==> src/rtl/rsp_s2_dma_axi_rdata.sv <==
// AXI R-channel beat counter for the RSP S2 DMA read path: matches R beats against
// burst lengths from the ALEN FIFO, forwards data and tags burst-final beats with end flags.
module rsp_s2_dma_axi_rdata #(
    parameter int DATA_WIDTH = 128,
    parameter int ALEN_INFO  = 4
) (
    input  logic                    clk,
    input  logic                    rst,
    input  logic                    update,
    input  logic                    alen_fifo_empty,
    input  logic [ALEN_INFO+7:0]    alen_fifo_dout,
    output logic                    alen_fifo_pop,
    input  logic                    rvalid,
    output logic                    rready,
    input  logic [DATA_WIDTH-1:0]   rdata,
    input  logic [1:0]              rresp,
    input  logic                    rlast,
    output logic                    dout_valid,
    input  logic                    dout_ready,
    output logic [DATA_WIDTH-1:0]   dout_data,
    output logic [3:0]              dout_flags,
    output logic                    done,
    output logic                    err_len,
    output logic                    err_resp
);

    localparam logic [0:0] IDLE  = 1'b0;
    localparam logic [0:0] BURST = 1'b1;

    logic [0:0] state;
    logic       loaded;
    logic [7:0] beat_cnt;
    logic [7:0] cur_alen;
    logic [3:0] cur_flags;
    logic       beat_fire;
    logic       is_last;

    // Handshakes: a transfer happens on any rising edge where valid and ready are both high;
    // a valid source holds its payload stable until that edge.
    assign rready        = ~update & (state == BURST) & loaded & (~dout_valid | dout_ready);
    assign beat_fire     = rvalid & rready;
    assign is_last       = (beat_cnt == cur_alen);
    assign alen_fifo_pop = beat_fire & is_last;

    always_ff @(posedge clk or posedge rst) begin
        if (rst) begin
            state     <= IDLE;
            loaded    <= 1'b0;
            beat_cnt  <= 8'd0;
            cur_alen  <= 8'd0;
            cur_flags <= 4'd0;
        end else if (update) begin
            state    <= IDLE;
            loaded   <= 1'b0;
            beat_cnt <= 8'd0;
        end else begin
            case (state)
                IDLE: begin
                    if (!alen_fifo_empty) begin
                        cur_alen  <= alen_fifo_dout[7:0];
                        cur_flags <= alen_fifo_dout[8 +: 4];
                        loaded    <= 1'b1;
                        state     <= BURST;
                    end
                end
                default: begin
                    if (loaded) begin
                        if (beat_fire) begin
                            if (is_last) begin
                                beat_cnt <= 8'd0;
                                loaded   <= 1'b0;
                            end else begin
                                beat_cnt <= beat_cnt + 8'd1;
                            end
                        end
                    end else if (!alen_fifo_empty) begin
                        // Bubble cycle after a pop: the FWFT head now shows the next entry.
                        cur_alen  <= alen_fifo_dout[7:0];
                        cur_flags <= alen_fifo_dout[8 +: 4];
                        loaded    <= 1'b1;
                    end else begin
                        state <= IDLE;
                    end
                end
            endcase
        end
    end

    always_ff @(posedge clk or posedge rst) begin
        if (rst) begin
            dout_valid <= 1'b0;
            dout_data  <= '0;
            dout_flags <= 4'd0;
            done       <= 1'b0;
            err_len    <= 1'b0;
            err_resp   <= 1'b0;
        end else if (update) begin
            dout_valid <= 1'b0;
            dout_flags <= 4'd0;
            done       <= 1'b0;
            err_len    <= 1'b0;
            err_resp   <= 1'b0;
        end else begin
            done <= dout_valid & dout_ready & dout_flags[0];
            if (beat_fire) begin
                dout_valid <= 1'b1;
                dout_data  <= rdata;
                dout_flags <= is_last ? cur_flags : 4'd0;
                if (rlast != is_last) begin
                    err_len <= 1'b1;
                end
                if (rresp != 2'b00) begin
                    err_resp <= 1'b1;
                end
            end else if (dout_ready) begin
                dout_valid <= 1'b0;
                dout_flags <= 4'd0;
            end
        end
    end

endmodule
==> config.mk <==
export PLATFORM = sky130hd
export DESIGN_NAME = rsp_s2_dma_axi_rdata
export DESIGN_NICKNAME = d
export VERILOG_FILES = /design/src/rtl/rsp_s2_dma_axi_rdata.sv
export SDC_FILE = /design/constraint.sdc
export NUM_CORES = 1
export LEC_CHECK = 0
export CORE_MARGIN = 10
export CORE_UTILIZATION = 35
export DETAILED_ROUTE_END_ITERATION = 10
export GPL_TIMING_DRIVEN = 0
export HOLD_SLACK_MARGIN = 0.15
export PLACE_DENSITY = 0.7
export SYNTH_ARGS = -nofsm -noshare
export SYNTH_HDL_FRONTEND = slang
export SYNTH_SLANG_ARGS = --single-unit
==> constraint.sdc <==
create_clock -name clk -period 13.9 [get_ports clk]
set_input_delay 1.39 -clock clk [delete_from_list [all_inputs] [get_ports clk]]
set_output_delay 1.39 -clock clk [all_outputs]
set_load 0.02 [all_outputs]
Yosys cells after proc, flatten, opt, wreduce, memory -nomap -nowiden --
Index checks and enable logic that the tools add are counted.
Operators by class: $add $sub $neg 1, $mul 0, div/mod/pow operators 0, $lt $le $gt $ge 0, equal/unequal tests 4, shifts and indexed selects 0, mux-type cells 35, bitwise gates (word level) 10, reduce and logical (&&, ||, !) cells 12
Operators with widths (number):
- $mux W8 | 8
- $mux W4 | 7
- $mux W1 | 20
- $reduce_bool A2 Y1 | 6
- $add A8 B1 Y8 const B | 1
- $eq A8 B8 Y1 | 1
- $reduce_and A2 Y1 | 4
- $and A1 B1 Y1 | 7
- $ne A3 B2 Y1 const B | 1
- $reduce_and A3 Y1 | 1
- $reduce_bool A3 Y1 | 1
- $ne A2 B2 Y1 const B | 1
- $not A1 Y1 | 2
- $ne A1 B1 Y1 | 1
- $or A1 B1 Y1 | 1
Storage, ports and cells: flip-flop bits (word level) 158, latch bits 0, RAM bits 0, ROM bits 0, output and inout bits 138, word-level logic and storage cells 73, memories 0

Depth between registers and ports, before layout --
Gate-level depths: netlist (run 1).
depth after elaboration 9, gate-level depth with buffers 7, depth with buffers taken out 5

Worst setup path after synthesis (run 1) --
Ideal clock, no wire load.
path kind input port to output port, start point input update, end point output alen_fifo_pop, arrival time 2.977 ns, required time 12.510 ns, slack 9.533 ns, stages on the path 4, path buffers 1, cells stage by stage buf_2 > nor3_1 > nand2_1 > nor3_1
Between the ends: word-level cells in the longest chain between the ends 6
Ends and longest elaborated chain:
- from (decl) | RTL line 9 | input logic update,
- $not A1 Y1 (no line)
- $and A1 B1 Y1 (3 in series) | RTL line 40 | assign rready = ~update & (state == BURST) & loaded & (~dout_valid | dout_ready);
- named net rready | RTL line 14 | output logic rready,
- $and A1 B1 Y1 | RTL line 41 | assign beat_fire = rvalid & rready;
- $and A1 B1 Y1 | RTL line 43 | assign alen_fifo_pop = beat_fire & is_last;
- to (decl) | RTL line 12 | output logic alen_fifo_pop,
The timed path passes the listed nets, and every way through them passes these cells.

Final worst setup path (run 1) --
start point input update, end point output alen_fifo_pop
Between the ends: word-level cells in the longest chain between the ends 6
Ends and longest elaborated chain (RTL line):
- $not A1 Y1 (no line)
- $and A1 B1 Y1 (3 in series) | 40
- $and A1 B1 Y1 | 41
- $and A1 B1 Y1 | 43
Every way passes these cells.

==> results of run 1 <==
-- metal layers --
metal	track usage (%)	vias up	share of wire, %
met5	0	-	0
met4	6.222	0	1.6
met3	6.201	18	7.0
met2	28.01	172	50
met1	19.25	2476	41
li1	-	2686	-
-- worst max-delay path, stage by stage --
cell	delay, ns
clkdlybuf4s50_1	0.48
buf_2	0.22
nor3_1	0.25
nand2_1	0.30
nor3_1	0.34
clkdlybuf4s50_1	0.71
-- cell usage after synthesis, drive strengths merged --
library cell  count  area share [%]
nand2           397              24
dfrtp           158              64
buf              25             2.0
mux2             12             2.2
nand3            10            0.81
nor2              8            0.49
xnor2             8             1.1
clkbuf            7            0.43
o21ai             7            0.63
nor3              5            0.41
a31o              4            0.57
inv               4            0.24
a21oi             2            0.16
and3              2            0.20
nand4             2            0.20
nor2b             2            0.20
nor4              2            0.20
o32ai             2            0.28
a211o             1            0.14
a211oi            1            0.12
a21o              1            0.12
a22o              1            0.14
ha                1            0.20
nand2b            1            0.10
nor3b             1            0.12
nor4b             1            0.38
o21a              1            0.12
or3               1            0.10
xor2              1            0.14
-- cell type report --
class                           count  area [sq um]  area share (%)
Antenna cell                        1         2.502         0.02513
Buffer                             32         151.4           1.520
Clock buffer                       19         432.9           4.347
Clock inverter                     11         167.7           1.683
Inverter                            4         22.52          0.2261
Multi-Input combinational cell    474          2057           20.65
Sequential cell                   158          3954           39.70
Tap cell                          225         281.5           2.827
Timing Repair Buffer              287          2890           29.02
-- worst paths after layout --
path / end / cells after the start / slack [ns]
max: alen_fifo_pop / 6 / 8.81
min: dout_data[79]$_DFFE_PP0P_ / 2 / 0.47
max reg2reg: dout_data[90]$_DFFE_PP0P_ / 6 / 11.91
min reg2reg: dout_data[79]$_DFFE_PP0P_ / 2 / 0.47
max in group asynchronous: dout_data[71]$_DFFE_PP0P_ / 3 / 11.66
min in group asynchronous: dout_data[37]$_DFFE_PP0P_ / 2 / 1.38
-- kinds of logic (layout without fill, tap and decap cells) --
family	after synthesis	after routing	share of synthesized area (%)
and+or+nand+nor	432	432	27.34
DFF	158	158	64.01
buffers and inverters	36	353	2.694
AOI/OAI and AO/OA	20	20	2.289
muxes	12	12	2.188
xor gates and xnor gates	9	9	1.276
adders and majority gates	1	1	0.2025
other	0	1	0
-- registers in the layout, indices dropped and copies added, names as in the netlist --
register / flops
beat_cnt: 8
err_len: 1
done: 1
loaded: 1
dout_data: 128
cur_flags: 4
err_resp: 1
dout_flags: 4
cur_alen: 8
dout_valid: 1
state: 1
-- metrics by stage --
stage,setup WS (ns),hold slack (ns)
after global placement,5.871,0.4569
final,8.807,0.4679
after detailed placement,8.835,0.4611
after global routing,8.627,0.4953
after CTS,8.778,0.4760
after floorplan,8.247,0.4628
-- power by group through the flow --
stage | sequential (uW) | combinational [uW] | clock, uW
CTS | 603 | 460 | 497
detailed placement | 610 | 458 | 0
global placement | 606 | 452 | 0
global route | 614 | 484 | 517
finish | 602 | 451 | 483
floorplan | 718 | 85.5 | 0
==> impl_results.md, run 1 <==
* Setup crit start: update
* Maximum vdd drop at 83.64 uV
* Clock share of power at 31.4%
* Num rows at 48
* Post-Syn Nets at 818
* Max clock buf depth at 2
* Total number of vias at 5352
* Worst skew pair latency at 0.42 ns
* Layout Skew at 0.01835 ns
* Post-Place Cells at 1180
* Clk sinks at 158
* Final instance area at 0.009960 sq mm
* Commonest cells after routing, fill and taps aside: nand2_1 (397), clkdlybuf4s50_1 (286), dfrtp_1 (158)
* Worst EP required at 12.51 ns
* Total congestion overflow at 0
* Maxcap violations at 0
* Peak Freq at 196.3 MHz
* Final critical-path required period at 5.093 ns
* Switching Share at 29.97%
* Synthesis-to-finish area growth at 61.23%
* Pre-antenna DRT Iters at 4
* First-pass GRT wire length at 31370 microns
* Switching Power at 460.3 uW
* Max-slew headroom at 64.81%
* Post-Syn Instances at 668
* Startpoint Class: input port
* GRT Total Usage at 16.77%
* CTS Hold Bufs at 0
* Sequential share of power at 39.2%
* Total power at 1536 uW
* Finished Core Util at 57.58%
* Unrepaired setup endpoints after global routing: false
* Vias in the first global route at 5542
* Final hold violation count at 0
* Final setup viols at 0
* Die width at 152.9 microns
* Power Dens Cells at 154.2 mW/mm^2
* Share of layout cells above drive strength 1 at 7.208%
* Clock root cell: clkbuf_16
* CTS tree: built
* Status: complete, no violations
* CTS clk-pin slew, worst paths at 0.06 ns
* # DRC at 0
* Total core area at 0.01730 sq mm
* DRT antenna net count at 0
* Commonest non-fill, non-tap cell in the layout: nand2_1
* H-tree Lvls at 4
* Slew @ Worst Pin at 0.5278 ns
* Nets at 1124
* Final WL at 20030 microns
* Via/cell ratio at 4.419
* CTS Buf Count at 17
* Synth Register Bits at 158
* Initial antenna violation count at 1
* Height of the die at 152.9 microns
* DR WL/cell at 16.54 microns
* DP HPWL at 14930 microns
* Combinational power share at 29.4%
* Post-CTS Setup Bufs at 0
* Cell Count, Final, Fillers Out at 1211
* Tcrit/Tclk final at 36.64%
* # fillers at 1547
* Setup TNS at 0 ns
* Crit-path max FO at 10
* Setup crit end kind: output pin
* Die area at 0.02336 sq mm
* Number of top-level pins at 287
* Cell Int Power at 1076 uW
* Synth cell types at 31
* Starting Density at 35.71%
* DR iter-0 viols at 214
* RD Place Congestion at 0.8059
* Synthesized area at 0.006177 sq mm
* Mean Syn Cell Area at 9.247 sq um
* Placed inst area at 0.009356 sq mm
* Min-delay src: dout_data[79]$_DFFE_PP0P_
* Crit path DAT at 3.70 ns
* Worst hold-check path type: reg2reg
* Port Buffers at 286
* Largest net degree at the start of global routing at 102
* Worst setup path class: in2out
* Slew Limit Fails at 0
* Reg-to-reg critical path startpoint: dout_valid$_DFFE_PP0P_
* LEAKAGE at 0.004801 uW
* Seq/Total Area, Yosys at 64.01%
* Yosys warning count at 0
* Post-CTS sizing at 0
Note: power is estimated with default switching activity, not from simulation.
==> inputs of run 2 (changes only) <==
Settings changed: PLACE_DENSITY 0.7 to 0.73.
Clock period 13.9 ns to 4.2 ns, I/O delays scaled along.
==> impl_results.md, run 2 (same netlist as run 1, synthesis figures left out) <==
* Die area at 0.02336 sq mm
* Height of the die at 152.9 microns
* Vias in the first global route at 5574
* H-tree Lvls at 4
* DR iter-0 viols at 225
* Port Buffers at 286
* DP HPWL at 15430 microns
* Finished Core Util at 57.65%
* Maximum vdd drop at 284.7 uV
* Crit path DAT at 2.66 ns
* Die width at 152.9 microns
* CTS clk-pin slew, worst paths at 0.06 ns
* RD Place Congestion at 0.7940
* Clk sinks at 158
* Post-CTS Setup Bufs at 0
* Peak Freq at 324.5 MHz
* CP bufs+invs at 3
* Biggest regs: dout_data x128, beat_cnt x8, cur_alen x8
* Nets at 1127
* Clock root cell: clkbuf_16
* Top reg by flops: dout_data
* First-pass GRT wire length at 31480 microns
* Setup TNS at 0 ns
* Total core area at 0.01730 sq mm
* Worst skew pair latency at 0.42 ns
* Initial antenna violation count at 0
* CP max stage delay at 0.70 ns
* Share of layout cells above drive strength 1 at 7.786%
* Power Dens Cells at 498.2 mW/mm^2
* LEAKAGE at 0.004795 uW
* Pre-antenna DRT Iters at 6
* Setup crit start: update
* Commonest cells after routing, fill and taps aside: nand2_1 (397), clkdlybuf4s50_1 (286), dfrtp_1 (158)
* Max clock buf depth at 2
* Worst hold-check path type: in2async
* Total number of vias at 5376
* Top delay family on crit path: buffers and inverters
* Tcrit/Tclk final at 73.37%
* Starting Density at 35.71%
* DRT antenna net count at 0
* Number of top-level pins at 287
* Largest net degree at the start of global routing at 40
* # diodes at 0
* Final critical-path required period at 3.082 ns
* Total congestion overflow at 0
* GRT Total Usage at 16.77%
* # DRC at 0
* Layout Skew at 0.01066 ns
* Worst EP required at 3.78 ns
* Via/cell ratio at 4.428
* Final WL at 20030 microns
* CTS Buf Count at 17
* Max reg flops at 128
* CTS Hold Bufs at 0
* Crit-path max FO at 10
* Commonest non-fill, non-tap cell in the layout: nand2_1
* Unrepaired setup endpoints after global routing: false
* Maxcap violations at 0
* Status: complete, no violations
* Slew @ Worst Pin at 0.6374 ns
* Reg-to-reg critical path startpoint: dout_valid$_DFFE_PP0P_
* Max-slew headroom at 57.42%
* CP cell instances: clkdlybuf4s50_1 > buf_2 > nor3_1 > nand2_1 > nor3_1 > clkdlybuf4s50_1
* Setup crit end kind: output pin
* Max stage delay cell, worst path: clkdlybuf4s50_1
* DR WL/cell at 16.50 microns
* Final hold violation count at 0
* Final setup viols at 0
* Worst setup path class: in2out
* Slew Limit Fails at 0
* Num rows at 48
* Startpoint Class: input port
* Post-CTS sizing at 0
* CTS tree: built
* Synthesis-to-finish area growth at 61.41%
run 2: cell type report:
cell class	count	area (sq um)
clock buffer	19	452.9
inverter	4	18.77
buffer	32	151.4
timing repair buffer	290	2943
multi-input combinational	474	2057
fill	1499	7326
clock inverter	12	112.6
sequential	158	3954
tap	225	281.5
run 2: path summary, 6_finish.rpt:
check / end / cells past startpoint / slack (ns)
setup / recovery: alen_fifo_pop / 6 / 1.12
hold / removal: dout_data[31]$_DFFE_PP0P_ / 2 / 0.44
setup reg to reg: beat_cnt[4]$_DFFE_PP0P_ / 5 / 2.27
hold reg to reg: dout_data[71]$_DFFE_PP0P_ / 2 / 0.47
max in group asynchronous: dout_data[97]$_DFFE_PP0P_ / 4 / 2.89
min in group clk: dout_data[71]$_DFFE_PP0P_ / 2 / 0.47
run 2: power by group:
group	leakage [uW]	total, uW	switching (uW)	internal [uW]
combinational	0.00251	1500	754	745
clock	0.000264	1480	629	848
sequential	0.00202	1990	160	1830
run 2: worst register-to-register path: cells and delay by family (launching register included):
| family | cells | cell delay (ns) |
|---|---|---|
| buffers and inverters | 1 | 0.37 |
| flip-flops | 1 | 0.38 |
| AND/OR/NAND/NOR | 2 | 0.67 |
| AO/OA/AOI/OAI | 2 | 0.41 |
run 2: through the flow:
| step | std cells | hold slack, ns | power [uW] | worst slack, ns | instance area [sq um] |
|---|---|---|---|---|---|
| after floorplan | 668 | 0.4628 | 2661 | 1.757 | 6181 |
| after global routing | 1214 | 0.4593 | 5221 | 0.9312 | 9971 |
| after CTS | 1214 | 0.4317 | 5039 | 1.049 | 9971 |
| final | 1214 | 0.4369 | 4967 | 1.118 | 9971 |
| after detailed placement | 1183 | 0.4610 | 3541 | 1.037 | 9405 |
| after global placement | 1179 | 0.4557 | 3501 | 0.3004 | 9325 |
run 2: layer usage:
layer	wire length, microns	up-vias	global-route usage, %
met2	10190	160	28.98
li1	-	2691	-
met5	0	-	0
met4	298	0	4.814
met1	8136	2510	18.88
met3	1401	15	6.341
